## src/rtl/hex_display_scanner.sv

```systemverilog
// Four-digit time-multiplexed hex display scanner.
// One nibble is shown per refresh slot. A new value is held in a shadow
// register and only reaches the display register at a frame wrap, so a
// frame is never a mix of two values.
module hex_display_scanner #(
  parameter int REFRESH_DIV = 50000
) (
  input  logic        clk,
  input  logic        rst_n,
  input  logic        load,
  input  logic [15:0] value_in,
  input  logic        blank_lz,
  output logic        x3,
  output logic        x2,
  output logic        x1,
  output logic        x0,
  output logic [3:0]  an,
  output logic        frame_tick
);

  localparam int PW = $clog2(REFRESH_DIV);
  localparam logic [PW-1:0] PRESC_LAST = PW'(REFRESH_DIV - 1);

  logic [PW-1:0] prescaler_reg, prescaler_next;
  logic [1:0]    idx_reg, idx_next;
  logic [15:0]   disp_reg, disp_next;
  logic [15:0]   shad_reg, shad_next;
  logic          pending_reg, pending_next;
  logic [3:0]    nib_reg, nib_next;
  logic [3:0]    an_reg, an_next;
  logic          tick_reg, tick_next;
  logic          slot_end, wrap;
  logic [3:0]    blank_mask;

  // Next-state for the scan position, buffering and the registered outputs.
  // Outputs are derived from next-state so they line up with idx/disp.
  always_comb begin
    slot_end       = (prescaler_reg == PRESC_LAST);
    wrap           = slot_end && (idx_reg == 2'd3);
    prescaler_next = slot_end ? '0 : prescaler_reg + PW'(1);
    idx_next       = slot_end ? idx_reg + 2'd1 : idx_reg;

    // The wrap transfers the pre-edge shadow; a load on that same cycle
    // only refills the shadow and re-arms pending for the next wrap.
    disp_next    = (wrap && pending_reg) ? shad_reg : disp_reg;
    shad_next    = load ? value_in : shad_reg;
    pending_next = load ? 1'b1 : (wrap ? 1'b0 : pending_reg);

    // Digit k>0 is dark when it and every more significant nibble is zero.
    blank_mask = 4'b0000;
    for (int k = 1; k < 4; k++) begin
      blank_mask[k] = blank_lz && ((disp_next >> (4 * k)) == 16'd0);
    end

    nib_next  = disp_next[4*idx_next +: 4];
    an_next   = blank_mask[idx_next] ? 4'b1111 : ~(4'b0001 << idx_next);
    // Raised on the cycle whose state will produce the wrap.
    tick_next = (prescaler_next == PRESC_LAST) && (idx_next == 2'd3);
  end

  // State and output registers with asynchronous reset.
  always_ff @(posedge clk or negedge rst_n) begin
    if (!rst_n) begin
      prescaler_reg <= '0;
      idx_reg       <= 2'd0;
      disp_reg      <= 16'd0;
      shad_reg      <= 16'd0;
      pending_reg   <= 1'b0;
      nib_reg       <= 4'd0;
      an_reg        <= 4'b1111;
      tick_reg      <= 1'b0;
    end else begin
      prescaler_reg <= prescaler_next;
      idx_reg       <= idx_next;
      disp_reg      <= disp_next;
      shad_reg      <= shad_next;
      pending_reg   <= pending_next;
      nib_reg       <= nib_next;
      an_reg        <= an_next;
      tick_reg      <= tick_next;
    end
  end

  assign {x3, x2, x1, x0} = nib_reg;
  assign an               = an_reg;
  assign frame_tick       = tick_reg;

endmodule

```

## config.mk

```make
export PLATFORM = sky130hd
export DESIGN_NAME = hex_display_scanner
export DESIGN_NICKNAME = d
export VERILOG_FILES = /design/src/rtl/hex_display_scanner.sv
export SDC_FILE = /design/constraint.sdc
export NUM_CORES = 1
export LEC_CHECK = 0
export BUFFER_PORTS_ARGS = -buffer_cell sky130_fd_sc_hd__buf_2
export CORE_UTILIZATION = 46
export DETAILED_ROUTE_END_ITERATION = 12
export GPL_ROUTABILITY_DRIVEN = 0
export PLACE_DENSITY_LB_ADDON = 0.3
export SYNTH_ARGS = -nofsm -noshare
export SYNTH_HDL_FRONTEND = slang
export SYNTH_SLANG_ARGS = --single-unit
export TNS_END_PERCENT = 5
```

## constraint.sdc

```tcl
create_clock -name clk -period 3.3 [get_ports clk]
set_clock_uncertainty 0.2 [all_clocks]
set_input_delay 0.33 -clock clk [delete_from_list [all_inputs] [get_ports clk]]
set_output_delay 0.33 -clock clk [all_outputs]
set_load 0.01 [all_outputs]
```

# After elaboration in Yosys (flattened, before gate mapping)

Cells that the tools add are included.

Add/sub/neg operators: 2
Multipliers: 0
Div/mod/pow operators: 0
$lt $le $gt $ge: 1
Equal/unequal tests: 4
Shifts and indexed selects: 2
Muxes and demuxes: 8
Bitwise gates (word level): 1
Reductions and logical operators: 10

Operator list:

| operator                                                                     | number |
|---|---|
| 16-bit zero test                                                             | 3 |
| 16-bit == test, second input constant                                        | 2 |
| 16-bit two-way mux                                                           | 2 |
| 16-bit by 1-bit adder with 16-bit output, second input constant              | 1 |
| 16-bit by 5-bit indexed part select with 4-bit output                        | 1 |
| 1-bit logical AND                                                            | 6 |
| 2-bit == test, second input constant                                         | 2 |
| 4-bit two-way mux                                                            | 1 |
| 4-bit NOT                                                                    | 1 |
| 1-bit by 2-bit << shifter with 4-bit output, first input constant            | 1 |
| 2-bit by 3-bit less-than comparator with 1-bit output, second input constant | 1 |
| 1-bit two-way mux                                                            | 3 |
| 2-bit by 1-bit adder with 2-bit output, second input constant                | 1 |
| 1-bit binary-select mux with 2-bit select                                    | 1 |
| 2-bit two-way mux                                                            | 1 |
| 2-bit nonzero test                                                           | 1 |

Register bits: 60
Latch bits: 0
RAM bits: 0
Bits in read-only memories: 0
Memories: 0

# Longest topological paths before layout

Depth in word-level cells: 9
Gate-level depth with buffers: 8
Depth with buffers taken out: 7

# Worst setup path before layout

No wires, ideal clock.

Path kind: register to register
Start point: register prescaler_reg[4]
End point: register nib_reg[2]
Setup time: 139 ps
Arrival: 2,234 ps
Required time: 2,961 ps
Setup slack: 726 ps
Stages on the path, launching flop included: 8
Buffers on the path: 1
Period minus slack after synthesis: 2,574 ps
Path through: dfrtp_1 or4_4 nor4_4 mux2i_1 clkinv_1 buf_4 a2111oi_0 nor4_1

Elaborated cells between the ends (all ways): 6
Those cells by class: eq/ne: 1; shift: 1; mux: 2; reduce/logical: 2

RTL lines:

| item                                                  | line | source |
|---|---|---|
| start: declaration                                    | 24   | `logic [PW-1:0] prescaler_reg, prescaler_next;` |
| start signal: assignment                              | 73   | `prescaler_reg <= prescaler_next;` |
| 16-bit == test                                        | 38   | `slot_end = (prescaler_reg == PRESC_LAST);` |
| 2-bit two-way mux                                     | 41   | `idx_next = slot_end ? idx_reg + 2'd1 : idx_reg;` |
| net idx_next[1]                                       | 25   | `logic [1:0] idx_reg, idx_next;` |
| 16-bit by 5-bit indexed part select with 4-bit output | 55   | `nib_next = disp_next[4*idx_next +: 4];` |
| net nib_next[2]                                       | 29   | `logic [3:0] nib_reg, nib_next;` |
| end signal: assignment                                | 78   | `nib_reg <= nib_next;` |
| end: declaration                                      | 29   |  |

The timed path passes the listed nets, and every way through them passes these cells.
A chain may end at the register's enable or synchronous reset.

# Worst setup path after layout

Start point: register prescaler_reg[4]
End point: register nib_reg[2]

Cells in the longest elaborated chain, start to end: 5
Elaborated cells between the ends (all ways): 6
Those cells by class: eq/ne: 1; shift: 1; mux: 2; reduce/logical: 2

Ends and longest elaborated chain:

| item                                                    | line | source |
|---|---|---|
| 16-bit == test *                                        | 38   |  |
| 1-bit logical AND                                       | 39   | `wrap = slot_end && (idx_reg == 2'd3);` |
| 1-bit logical AND                                       | 45   | `disp_next = (wrap && pending_reg) ? shad_reg : disp_reg;` |
| 16-bit two-way mux                                      | 45   |  |
| 16-bit by 5-bit indexed part select with 4-bit output * | 55   |  |
| net nib_next[2]                                         | 29   |  |

The timed path passes the listed nets; every way through them passes the cells marked *.

==> results.yml <==
detailed_routing:
  drt_iter0_markers: 70
  routed_via_density: 5.74
  vias: 2002
  drt-total-wl_um: 5840
  routedWlPerCell_um: 16.7
  drc: 0
  first_pass_iters: 4
  drtAntennaViolNets: 0
floorplan:
  rows: 27
  start_util_pct: 48.9
  dieArea_um2: 6350
  fp.dieW_um: 79.7
  die_h_um: 79.7
  pin_count: 29
  coreArea_um2: 5680
setup_path:
  worstSetupPathType: "reg2reg"
  crit_required_ns: 3.30
  worstPathCellList: "or4_4, nor4_4, buf_4, mux2i_1, clkinv_1, a2111oi_0, nor4_1"
  critPathBufInv: 2
  endpoint_kind: "register"
  cpLargestDelayFamily: "simple AND/OR/NAND/NOR gates"
  crit_path_start_kind: "register"
  cp_max_fo: 24
  cp_slowest_cell: "or4_4"
  critPathArrivalTime_ns: 3.10
  cp_slowest_stage_delay_ns: 0.58
cts:
  holdBufCountCts: 6
  h-tree-depth: 3
  root_buffer: "clkbuf_8"
  tritoncts: "done"
  clock_latency_ns: 0.34
  cts_sinks: 60
  cts_buffer_depth: 2
  ctsResizeCount: 0
  post_cts_buffers: 0
  clk_pin_slew_ns: 0.06
  cts_made_buffers: 9
synth:
  ys_seq_area_share_pct: 54.3
  syn_avg_cell_area_um2: 11.9
  synth_edf_count: 0
  ys_ff_latch: 60
  synthFlopType: "dfrtp_1"
  yosysUniqueCellTypes: 40
  synth_area_leaders: "dfrtp_1 50%, mux2_2 6.9%, a21o_1 4.6%"
  synth_top_cell_area_share_pct: 50.5
  synth-warning-count: 0
  syn-num-nets: 255
  synth_area_um2: 2780
  synth-async-reset-ratio_pct: 100
  synth_top_cell_by_area: "dfrtp_1"
  synthCells: 233
timing:
  holdWs_ns: 0.0217
  report.final.setup_viol: 0
  period_needed_ns: 3.10
  fmax_mhz: 323
  final_hold_viol_count: 0
  rsz0062_at_grt: "false"
  period_share_pct: 93.9
  worst_pin_slew_ns: 0.521
  slew_headroom_pct: 64.4
  slew_viol_final: 0
  setup_tns_ns: 0
final_layout:
  fin_nets: 294
  antenna_cells: 0
  final_cell_mix: "56 x dfrtp_1, 28 x buf_2, 17 x a21o_1, 17 x mux2_2, 13 x nor4_1"
  final_cells: 349
  flow.area_growth_from_synthesis_pct: 16.9
  drive_gt1_share_pct: 27.4
  final_cell_area_um2: 3250
  final_common_cell: "dfrtp_1"
grt:
  grt_overflow: 0
  grtUsageMet2_pct: 34.7
  track_usage_pct: 21.4
  grt_pass1_wl_um: 9920
  grt.busiest_layer: "met2"
  grt_max_degree: 34
  grt.met3_usage_pct: 8.23
  gr-usage-met1_pct: 25.7
  grt_pass1_vias: 2060
  antenna_found_initial: 0
placement:
  dp_cells: 327
  io_buffer_count: 28
  placed_area_um2: 2980
  dp_hpwl_um: 4150
power_and_ir_drop:
  total_power_mw: 1.50
  p_leak_nw: 1.55
  ir_worst_vdd_mv: 0.324
  power_density_nw_per_um2: 461
worst_hold_path:
  hold_class: "in2reg"
outcome:
  status: "completed"
job:
  maxCapViolCount: 0
==> worst register-to-register path, cell delays in order (launching register included) <==
cell       delay (ns)
dfrtp_1          0.42
or4_4            0.58
nor4_4           0.22
buf_4            0.30
mux2i_1          0.28
clkinv_1         0.31
a2111oi_0        0.52
nor4_1           0.13
==> stage by stage <==
| stage | util, % | setup slack (ns) |
|---|---|---|
| after floorplan | - | 0.726 |
| after global placement | 52.6 | 0.406 |
| after detailed placement | 52.6 | 0.268 |
| after CTS | 57.2 | 0.246 |
| after global routing | 57.2 | 0.0157 |
| final | 57.2 | 0.202 |
==> synthesized netlist by cell type (2+ instances only) <==
library cell / number
a2111oi_0: 12
xor2_1: 6
a21boi_0: 12
buf_2: 6
nor4_1: 13
clkinv_1: 2
dfrtp_1: 56
dfstp_2: 4
a21o_1: 17
mux2i_1: 2
nand2_1: 8
and3_1: 2
xnor2_1: 7
nor3_1: 4
clkbuf_1: 3
nor2_1: 11
nand4b_1: 3
a2111oi_1: 3
mux2_2: 17
or3_1: 3
inv_1: 3
buf_4: 2
ha_1: 2
buf_6: 2
and2_1: 2
nand4_1: 3
nand3b_1: 2
a21boi_1: 4
nand3_1: 10
o211ai_1: 2
==> metal layers <==
metal  up-vias  share of wire (%)
li1        958                  -
met1       972                 43
met2        61                 49
met3        11                5.3
met4         0                2.1
met5         -                  0
==> worst paths after layout <==
path | startpoint | to | slack (ns) | depth (start not counted)
min reg2reg | pending_reg$_DFFE_PN0P_ | pending_reg$_DFFE_PN0P_ | 0.27 | 1
max | prescaler_reg[4]$_DFF_PN0_ | nib_reg[2]$_DFF_PN0_ | 0.20 | 7
max reg2reg | prescaler_reg[4]$_DFF_PN0_ | nib_reg[2]$_DFF_PN0_ | 0.20 | 7
min in group asynchronous | rst_n | prescaler_reg[0]$_DFF_PN0_ | 0.30 | 2
max in group asynchronous | rst_n | disp_reg[11]$_DFF_PN0_ | 1.93 | 3
min | value_in[3] | shad_reg[3]$_DFFE_PN0P_ | 0.02 | 2
==> report_power, final <==
part	switching, mW	total, mW	internal, mW
Clock	0.272	0.659	0.387
Sequential	0.0224	0.778	0.756
Combinational	0.0271	0.0605	0.0334
==> cells by family (layout without fill, tap and decap cells) <==
logic type	count (synthesis)	after routing	share of synthesized area (%)
fa+ha+maj	2	2	0.901
flops	60	60	54.3
mux	19	19	7.62
compound gates	54	54	15.6
buf+inv	19	63	3.65
xor+xnor	13	13	4.10
simple gates	66	66	13.9
==> layout make-up <==
class / instances / area [µm²]
Multi-Input combinational cell: 154 / 1170
Clock buffer: 12 / 155
Fill cell: 504 / 2430
Inverter: 5 / 18.8
Tap cell: 72 / 90.1
Timing Repair Buffer: 42 / 260
Clock inverter: 4 / 47.5
Sequential cell: 60 / 1510
(Power assumes the default switching activity.)
